File: src/rtl/cs_stream_src.sv
// Streams buffered producer samples into an external CS block, one per cycle,
// and registers the full-window results the CS block returns.
module cs_stream_src #(
  parameter int FIFO_DEPTH = 16,
  parameter int WIN        = 9
) (
  input  logic       clk,
  input  logic       reset,
  input  logic       start,
  input  logic [7:0] frame_len,
  input  logic       in_valid,
  input  logic [7:0] in_data,
  output logic       in_ready,
  output logic [7:0] X,
  output logic       cs_rst,
  input  logic [9:0] Y,
  output logic       y_valid,
  output logic [9:0] y_data,
  output logic       busy,
  output logic       done,
  output logic       underrun
);

  localparam int            AW       = $clog2(FIFO_DEPTH);
  localparam logic [AW:0]   FULL_CNT = (AW+1)'(FIFO_DEPTH);
  localparam logic [AW:0]   WIN_CNT  = (AW+1)'(WIN);
  localparam logic [7:0]    WIN8     = 8'(WIN);

  typedef enum logic [2:0] {IDLE, CLEAR, PRIME, STREAM, DONE} state_t;

  state_t        state, state_next;
  logic [7:0]    mem [FIFO_DEPTH];
  logic [AW-1:0] rd_ptr, wr_ptr;
  logic [AW:0]   count;
  logic [7:0]    len_q;
  logic [7:0]    sent;
  logic          full, empty, push, push_eff, want, pop, bypass, start_ok, win_full;

  assign full      = (count == FULL_CNT);
  assign empty     = (count == '0);
  assign in_ready  = !full;
  assign push      = in_valid && !full;
  assign start_ok  = (state == IDLE) && start && (frame_len >= WIN8);
  // 'sent' is also the index of the sample currently on X
  assign want      = (state == STREAM) && (sent != len_q);
  assign pop       = want && !empty;
  // An empty FIFO with a sample arriving hands it straight to X
  assign bypass    = want && empty && push;
  assign push_eff  = push && !bypass;
  assign win_full  = (state == STREAM) && (sent >= WIN8);

  assign busy   = (state != IDLE);
  assign done   = (state == DONE);
  assign cs_rst = (state == CLEAR);

  always_ff @(posedge clk) begin
    if (reset) state <= IDLE;
    else       state <= state_next;
  end

  always_comb begin
    state_next = state;
    case (state)
      IDLE:    if (start_ok) state_next = CLEAR;
      CLEAR:   state_next = PRIME;
      PRIME:   if (count >= WIN_CNT) state_next = STREAM;
      STREAM:  if (sent == len_q) state_next = DONE;
      DONE:    state_next = IDLE;
      default: state_next = IDLE;
    endcase
  end

  always_ff @(posedge clk) begin
    if (push_eff) mem[wr_ptr] <= in_data;
  end

  always_ff @(posedge clk) begin
    if (reset) begin
      rd_ptr   <= '0;
      wr_ptr   <= '0;
      count    <= '0;
      len_q    <= '0;
      sent     <= '0;
      X        <= '0;
      y_valid  <= 1'b0;
      y_data   <= '0;
      underrun <= 1'b0;
    end else begin
      if (push_eff) wr_ptr <= wr_ptr + 1'b1;
      if (pop)      rd_ptr <= rd_ptr + 1'b1;
      case ({push_eff, pop})
        2'b10:   count <= count + 1'b1;
        2'b01:   count <= count - 1'b1;
        default: count <= count;
      endcase

      if (start_ok) begin
        len_q    <= frame_len;
        underrun <= 1'b0;
      end

      if (state == CLEAR) sent <= '0;
      else if (want)      sent <= sent + 1'b1;

      // A starved stream repeats the last sample and still counts it
      if (pop)         X <= mem[rd_ptr];
      else if (bypass) X <= in_data;
      else if (want) begin
        X        <= X;
        underrun <= 1'b1;
      end else         X <= '0;

      y_valid <= win_full;
      if (win_full) y_data <= Y;
    end
  end

endmodule

File: config.mk
export PLATFORM = sky130hd
export DESIGN_NAME = cs_stream_src
export DESIGN_NICKNAME = d
export VERILOG_FILES = /design/src/rtl/cs_stream_src.sv
export SDC_FILE = /design/constraint.sdc
export NUM_CORES = 1
export LEC_CHECK = 0
export ABC_AREA = 1
export CORE_MARGIN = 2
export CORE_UTILIZATION = 39
export CTS_BUF_LIST = sky130_fd_sc_hd__clkbuf_8
export CTS_CLUSTER_DIAMETER = 80
export CTS_CLUSTER_SIZE = 40
export DETAILED_ROUTE_END_ITERATION = 10
export GPL_TIMING_DRIVEN = 0
export PLACE_DENSITY = 0.58
export SYNTH_ARGS = -nofsm -noshare
export SYNTH_HDL_FRONTEND = slang
export SYNTH_SLANG_ARGS = --single-unit
File: constraint.sdc
create_clock -name clk -period 2.6 [get_ports clk]
set_input_delay 0.52 -clock clk [delete_from_list [all_inputs] [get_ports clk]]
set_output_delay 0.52 -clock clk [all_outputs]
set_load 0.02 [all_outputs]
======== Yosys cells after proc, flatten, opt, wreduce, memory -nomap -nowiden ========
Memory sizes are Yosys's and may differ from the RTL's. A register that Yosys moved wholly into a read port is not among the register bits.
Index checks and enable logic that the tools add are counted.
word-level totals
  bits in registers ....................... 52
  memory bits (writable) .................. 128
  bits of input ports ..................... 30
  output and inout port bits .............. 24
  logic and storage cells ................. 66
  memories ................................ 1
operators by class
  add/subtract/negate cells ............... 5
  magnitude comparators ................... 3
  eq/ne operators ......................... 13
  multiplexer cells ....................... 16
  reduce and logical (&&, ||, !) cells .... 18
memory list
  name  depth  bits a word  read ports  clocked after Yosys merged registers in  write ports  RTL line  source
  mem   16     8            1           1                                        1            32        logic [7:0] mem [FIFO_DEPTH];
operators with widths
  operator                                             number
  two-way mux 8 bit                                    3
  >= comparator 8 x 4 -> 1 bit, second input constant  2
  case mux 3 bit (4 select lines)                      1
  case mux 5 bit (2 select lines)                      1
  logical AND 1 bit                                    9
  two-way mux 3 bit                                    3
  adder 4 x 1 -> 4 bit, second input constant          2
  adder 8 x 1 -> 8 bit, second input constant          1
  equality test 8 bit                                  1
  two-way mux 4 bit                                    2
  != test 8 bit                                        1
  equality test 3 x 2 -> 1 bit, second input constant  2
  two-way mux 1 bit                                    6
  adder 5 x 1 -> 5 bit, second input constant          1
  equality test 5 bit, second input constant           1
  >= comparator 5 x 4 -> 1 bit, second input constant  1
  zero test 5 bit                                      1
  subtractor 5 x 1 -> 5 bit, second input constant     1
  != test 2 bit, second input constant                 2
  equality test 3 x 1 -> 1 bit, second input constant  1
  equality test 3 bit, second input constant           1
  zero test 1 bit                                      3
  zero test 3 bit                                      1
  != test 3 x 1 -> 1 bit, second input constant        1
  other kinds (7)                                      7

======== Depth between registers and ports, before layout ========
Gate-level depths: netlist of run 1.
  depth after elaboration ................. 8
  mapped depth ............................ 19
  gate-level depth less buffers ........... 18

======== Least setup slack after synthesis of run 1 ========
Ideal clock, no wire load.
  path type ............................... register to register
  start point ............................. register count[0]
  end point ............................... register count[4]
  setup time .............................. 130 ps
  arrival time ............................ 2,044 ps
  required time ........................... 2,470 ps
  setup slack ............................. 425 ps
  cell stages (with the launch flop) ...... 15
  path buffers ............................ 0
  period minus slack after synthesis ...... 2,175 ps
  cells stage by stage .................... dfxtp_1 -> nor3_2 -> nand3_1 -> nand2_2 -> nand4_2 -> xor2_1 -> ha_1 -> a21oi_1 -> inv_1 -> nand3_2 -> nand2_1 -> nand2_1 -> nand2_1 -> nand2_1 -> a21oi_2
between the ends
  cells in the longest elaborated chain, start to end .. 8
  elaborated cells between the ends (all ways) .. 16
  classes of those cells .................. 2 x add/sub; 3 x eq/ne; 1 x mux; 10 x reduce/logical
ends and longest elaborated chain
  item                                                                   RTL line  source
  start, declared                                                        34        logic [AW:0] count;
  start signal, assigned                                                 92        2'b10: count <= count + 1'b1;
  start signal, assigned                                                 93        2'b01: count <= count - 1'b1;
  start signal, assigned                                                 94        default: count <= count;
  equality test 5 bit (*)                                                39        assign full = (count == FULL_CNT);
  zero test 1 bit (*)                                                    --
  named net in_ready                                                     13        output logic in_ready,
  logical AND 1 bit (*)                                                  42        assign push = in_valid && !full;
  logical AND 1 bit                                                      48        assign bypass = want && empty && push;
  zero test 1 bit                                                        49        assign push_eff = push && !bypass;
  logical AND 1 bit (*)                                                  49
  equality test 2 x 1 -> 1 bit or equality test 2 bit (tied branches)    91        case ({push_eff, pop})
  case mux 5 bit (2 select lines) or nonzero test 2 bit (tied branches)  --
Mark *: on every way through the listed nets, which the timed path passes. The rest lies on a longest branch.
A chain may end at the register's enable or synchronous reset.

======== Worst setup path in the final report of run 1 ========
  start point ............................. register sent[1]
  end point ............................... memory mem[2][2], enable pin
between the ends
  cells in the longest elaborated chain, start to end .. 8
ends and longest elaborated chain
  item                                     RTL line  source
  start, declared                          36        logic [7:0] sent;
  start signal, assigned                   103       else if (want) sent <= sent + 1'b1;
  != test 8 bit                            45        assign want = (state == STREAM) && (sent != len_q);
  logical AND 1 bit                        45
  logical AND 1 bit (2 in series)          48
  zero test 1 bit                          49
  logical AND 1 bit                        49
  two-way mux 1 bit                        74        if (push_eff) mem[wr_ptr] <= in_data;
  two-way mux 1 bit (implied by the code)  74
  end, declared                            32
Every way passes these cells.

==> impl_results.md, run 1 <==
- CTS Buf Count: 17
- Synth cell types: 39
- Area leader, netlist: edfxtp_1
- Slew of the pin with the lowest slew margin: 0.716 ns
- Final Hold Fails: 0
- Placed cells: 1063
- CTS root buf: clkbuf_8
- Global route overflow: 0
- Fin nets: 857
- DR vias: 5592
- End of the critical path: mem[2][2]
- Worst Path Max Fanout: 8
- Layout cells sized above 1: 8.69%
- CTS tree: done
- Min-Delay Path Class: register to register
- CTS max path bufs: 2
- Syn Inst Count: 746
- Status: finished clean
- PD cells: 694 nW/um^2
- Worst-path clk slew: 0.10 ns
- Post-route ant nets: 0
- Synthesis-to-layout area growth: 17.7%
- Commonest non-fill, non-tap cell in the layout: edfxtp_1
- Worst setup EP type: register
- Syn_area_per_cell: 10.3 sq um
- Worst Setup SP: sent[1]
- Final min period: 2.50 ns
- Sink Count: 184
- RR Endpoint: mem[2][2]
- Hold wc startpoint: underrun
- Hold Worst Slack: 0.477 ns
- Synth top area share: 50.3%
- Startpoint Class: register
- Largest net degree at the start of global routing: 18
- Total wire length: 19200 um
- H-tree depth reported by CTS: 4
- CTS hold repair buffers: 0
- Ports: 54
- Most frequent cells in the layout: edfxtp_1, nor2_1, o21ai_0, nand2_1, dfxtp_1
- Max Cap Viol: 0
- Sequential share of the synthesized area: 64.9%
- Reg2reg start: sent[1]
- Setup violations, final: 0
- Final period utilization: 96.1%
- Routed len/inst: 17.5 um
- Max Freq: 0.400 GHz
- Antenna diodes: 0
- RSZ-0062 raised after global routing: yes
- R2R Setup Slk: 0.10 ns
- Critical Path RT: 2.70 ns
- Yosys reg bits: 184
- CP Class: register to register
- Clock skew: 0.0209 ns
- Core Util, Final: 46.5%
- Hpwl dp: 12900 um
- Ys Warns: 0
- Chip width: 144 um
- VDD IR max: 0.000339 V
- DR iter-0 viols: 398
- Core area: 19300 sq um
- First-pass GRT wire length: 29600 um
- I/O Buffers: 52
- Initial antenna violation count: 0
- Synth Cell Area: 7650 sq um
- Residual DRC: 0
- Tot Pwr: 6.25 mW
- Die Area: 20700 sq um
- Final Wtd Congestion: 0.834
- Relative slew slack: 52.1%
- R2r worst-path depth: 12
- DR vias/cell: 5.11
- Pre-antenna DRT Iters: 5
- Mapped Nets: 786
- Pleak: 3.07 nW
- Initial Util: 39.6%
- Final Max Slew Viols: 0
- Gr usage total: 19.3%
- Largest cells by area after synthesis: edfxtp_1, dfxtp_1, o21ai_0, nor2_1, nand2_1
- Row cnt: 51
- Worst-Skew Late Latency: 0.47 ns
- Fin cells: 1094
- Die Height: 144 um
- Vias in the first global route: 5401
- Crit path arrival time: 2.60 ns
==> cell type report <==
class / instances / area [sq um]
Multi-Input combinational cell: 470 / 2430
Timing Repair Buffer: 52 / 520
Clock buffer: 17 / 234
Sequential cell: 184 / 4970
Buffer: 30 / 115
Clock inverter: 14 / 171
Fill cell: 1796 / 10300
Inverter: 62 / 235
Tap cell: 265 / 332
==> registers in the layout, summed over array words and instances, names as in the netlist, 3 cells and up, named ones only <==
register,cells
X,8
wr_ptr,4
mem,128
len_q,8
rd_ptr,4
state,3
y_data,10
count,5
sent,8
==> what timing repair did <==
| action | CTS | global route |
|---|---|---|
| buffers inserted | 0 | 0 |
| resized for setup | 14 | 14 |
| endpoints found under the setup margin | 124 | 122 |
==> metal layers <==
layer	track usage, %	share of wire, %	vias to the layer above
li1	-	-	2739
met1	24.4	42	2633
met2	32.3	49	191
met3	4.24	6.9	29
met4	8.00	2.4	0
met5	0	0	-
==> critical path: stages (launching register included) <==
cell     delay [ns]
dfxtp_1        0.39
inv_1          0.11
nand2_1        0.07
nand2_1        0.06
nor2_1         0.13
nand2_1        0.11
nor2_4         0.15
nor2_8         0.06
nand2_2        0.09
nand2_2        0.11
inv_1          0.12
nand2_1        0.21
nor2_2         0.52
==> Yosys cell counts <==
cell and number:
nor4b_1 1, edfxtp_1 128, a21oi_1 29, o32ai_1 1
nor2_1 124, nor2_4 1, nand2_2 5, buf_1 1
a211oi_1 1, nor4_1 1, nand4_2 1, dfxtp_1 56
o21ai_1 2, o22ai_1 25, clkinv_1 1, nor3_4 1
and3_1 1, a31oi_1 9, ha_1 10, inv_1 54
nand4_1 5, nand3_1 17, o211ai_1 1, o2111ai_1 1
clkbuf_1 27, nor3_1 3, a21oi_2 1, o21ai_0 108
o31ai_1 1, nor2_2 2, nand2_1 101, nor3_2 3
o21a_1 1, xor2_1 2, buf_2 2, inv_2 7
nand3_2 1, nor2_8 1, o221ai_1 10
==> kinds of logic (layout without fill, tap and decap cells) <==
logic type	after synthesis	count (layout)	share of synthesized area [%]
AND/OR/NAND/NOR	268	268	14.9
adder cells (fa/ha/maj)	10	10	1.64
buffers and inverters	92	175	4.55
XOR/XNOR	2	2	0.229
AO/OA/AOI/OAI	190	190	13.8
flip-flops	184	184	64.9
==> worst min path at each step <==
stage / to / slack [ns] / cells past startpoint
final: underrun / 0.48 / 2
after global placement: underrun / 0.45 / 2
after global routing: len_q[4] / 0.50 / 2
after CTS: underrun / 0.48 / 2
after floorplan: len_q[6] / 0.44 / 2
after detailed placement: underrun / 0.47 / 2
==> power breakdown <==
part | internal, mW | switching [mW]
clock | 0.956 | 1.05
sequential | 3.23 | 0.0658
combinational | 0.309 | 0.638
total | 4.50 | 1.75
==> metrics by stage <==
stage / cell area, sq um / setup slack [ns] / TNS (ns)
after CTS: 8940 / -0.117 / -1.75
final: 9000 / 0.100 / 0
after global routing: 9000 / -0.108 / -4.09
after floorplan: 7650 / 0.425 / 0
after detailed placement: 8500 / -0.212 / -15.55
after global placement: 8500 / -0.168 / -15.42
Power figures use the tool's default switching activity.
==> inputs of run 2 (changes only) <==
--- a/config.mk
+++ b/config.mk
@@ -6,6 +6,7 @@
 export NUM_CORES = 1
 export LEC_CHECK = 0
 export ABC_AREA = 1
+export CAP_MARGIN = 15
 export CORE_MARGIN = 2
 export CORE_UTILIZATION = 39
 export CTS_BUF_LIST = sky130_fd_sc_hd__clkbuf_8
@@ -14,6 +15,8 @@
 export DETAILED_ROUTE_END_ITERATION = 10
 export GPL_TIMING_DRIVEN = 0
 export PLACE_DENSITY = 0.58
+export SKIP_CTS_REPAIR_TIMING = 1
+export SKIP_LAST_GASP = 1
 export SYNTH_ARGS = -nofsm -noshare
 export SYNTH_HDL_FRONTEND = slang
 export SYNTH_SLANG_ARGS = --single-unit
==> run 2 against run 1 <==
Effect of this change:
- die area unchanged
- via count down 0.23%
- global-route usage about the same
- design area down 0.11%
- largest power group unchanged
- clock skew down 0.00092 ns
- hold slack about the same
- first-iteration DRC count grew 1.8%
- clock power about the same
- sequential share of layout area increased by 0.061 points
- largest cell class unchanged
- sequential cell count did not move
- non-clock buffer count unchanged
- register-to-register slack better by 0.03 ns
==> impl_results.md, run 2 (synthesized netlist as in run 1, its figures left out) <==
- Largest net degree at the start of global routing: 18
- Worst-Skew Late Latency: 0.47 ns
- Die Height: 144 um
- Wl on met1: 8160 um
- Max reg flops: 128
- Chip width: 144 um
- Antenna diodes: 0
- Synthesis-to-layout area growth: 17.5%
- Most flop-heavy register: mem
- CTS root buf: clkbuf_8
- Met2 wire len: 9270 um
- Relative slew slack: 52.4%
- Pre-antenna DRT Iters: 6
- Biggest regs: mem (128), y_data (10)
- DR vias/cell: 5.10
- Metal3 WL: 1270 um
- Worst Path Max Fanout: 8
- Max Freq: 0.405 GHz
- Cell mode on critical path: nand2_1
- Core Util, Final: 46.5%
- NetSw: 1.75 mW
- Final WS setup: 0.132 ns
- Final Wtd Congestion: 0.834
- Row cnt: 51
- Worst slack, placed: -0.212 ns
- CTS Buf Count: 17
- Worst-path clk slew: 0.10 ns
- Seq pwr share: 52.8%
- Placed cell areas: 8500 sq um
- Core area: 19300 sq um
- Startpoint Class: register
- Max Cap Viol: 0
- CTS tree: done
- Final Max Slew Viols: 0
- Die Area: 20700 sq um
- Gr usage total: 19.3%
- Total wire length: 19200 um
- First-pass GRT wire length: 29600 um
- I/O Buffers: 52
- CTS max path bufs: 2
- Vias in the first global route: 5401
- Crit path cell chain: inv_1 > nand2_1 > nand2_1 > nor2_1 > nand2_1 > nor2_4 > nor2_8 > nand2_2 > nand2_2 > inv_1 > nand2_1 > nor2_2
- RSZ-0062 raised after global routing: yes
- Fin nets: 857
- Clock skew: 0.0200 ns
- Most frequent cells in the layout: edfxtp_1, nor2_1, o21ai_0, nand2_1, dfxtp_1
- Sink Count: 184
- Slew of the pin with the lowest slew margin: 0.712 ns
- Residual DRC: 0
- PD cells: 695 nW/um^2
- Initial Util: 39.6%
- H-tree depth reported by CTS: 4
- R2R Setup Slk: 0.13 ns
- DR top layer: met4
- Setup violations, final: 0
- Global route overflow: 0
- Post-route ant nets: 0
- Final Hold Fails: 0
- Ports: 54
- Hpwl dp: 12900 um
- Status: finished clean
- Max incr delay on CP: 0.49 ns
- VDD IR max: 0.000340 V
- CP Class: register to register
- Pleak: 3.06 nW
- Worst path slowest cell: nor2_2
- Worst setup EP type: register
- Routed len/inst: 17.5 um
- Crit path buffers/inverters: 2
- P_int: 4.50 mW
- Clock Power Share: 32.1%
- Commonest non-fill, non-tap cell in the layout: edfxtp_1
- DR vias: 5579
- Comb power frac: 15.1%
- Min-Delay Path Class: register to register
- Critical Path RT: 2.71 ns
- Crit path arrival time: 2.58 ns
- Finished Cell Area: 8990 sq um
- DR iter-0 viols: 405
- Sw frac: 28.0%
- Initial antenna violation count: 0
- Crit-path leading delay family: simple AND/OR/NAND/NOR gates
- Final period utilization: 94.9%
- Layout cells sized above 1: 8.69%
- Final min period: 2.47 ns
==> run 2: cell counts in the layout (fill, tap and decap cells not counted) <==
Identical to the previous run, type by type.
==> run 2: worst paths after layout <==
path | from | to | depth (start not counted)
max | sent[1] | mem[9][7] | 12
min | underrun | underrun | 2
max reg2reg | sent[1] | mem[9][7] | 12
min reg2reg | underrun | underrun | 2
==> run 2: power by group through the flow <==
stage               clock (mW)  combinational (mW)  sequential [mW]
floorplan                    0               0.605             3.35
global placement             0               0.932             3.36
detailed placement           0               0.935             3.36
CTS                       2.02               0.937             3.30
global route              2.14                1.06             3.31
finish                    2.01               0.944             3.30
==> run 2: layout make-up <==
type / count / area [sq um]
well taps: 265 / 332
clock inverters: 14 / 171
multi-input cells: 470 / 2420
fillers: 1801 / 10300
plain buffers: 30 / 115
inverters: 62 / 235
clock buffers: 17 / 234
flip-flops and latches: 184 / 4970
repair buffers: 52 / 520
==> run 2: tightest hold or removal path, delay by kind of cell, from the launching register on <==
| kind | cells | cell delay (ns) |
|---|---|---|
| flops | 1 | 0.32 |
| compound gates | 1 | 0.06 |
| simple gates | 1 | 0.06 |
==> run 2: metrics by stage <==
step | hold WS (ns) | power, mW | TNS (ns) | cells
after detailed placement | 0.466 | 4.30 | -15.55 | 1063
after global routing | 0.503 | 6.51 | -4.87 | 1094
after global placement | 0.454 | 4.29 | -15.42 | 1063
after CTS | 0.476 | 6.25 | -9.16 | 1094
final | 0.477 | 6.25 | 0 | 1094
after floorplan | 0.444 | 3.96 | 0 | 746
==> run 2: per-layer routing <==
layer / vias up / GRT usage (%)
li1: 2743 / -
met1: 2613 / 24.4
met2: 194 / 32.1
met3: 29 / 4.14
met4: 0 / 8.20
met5: - / 0
==> inputs of run 3 (changes only) <==
--- a/config.mk
+++ b/config.mk
@@ -6,7 +6,7 @@
 export NUM_CORES = 1
 export LEC_CHECK = 0
 export ABC_AREA = 1
-export CAP_MARGIN = 15
+export CAP_MARGIN = 10
 export CORE_MARGIN = 2
 export CORE_UTILIZATION = 39
 export CTS_BUF_LIST = sky130_fd_sc_hd__clkbuf_8
@@ -14,6 +14,7 @@
 export CTS_CLUSTER_SIZE = 40
 export DETAILED_ROUTE_END_ITERATION = 10
 export GPL_TIMING_DRIVEN = 0
+export HOLD_SLACK_MARGIN = 0.12
 export PLACE_DENSITY = 0.58
 export SKIP_CTS_REPAIR_TIMING = 1
 export SKIP_LAST_GASP = 1
==> results of run 3 <==
Same layout as run 2: the final DEF is identical, and so are final timing and power.
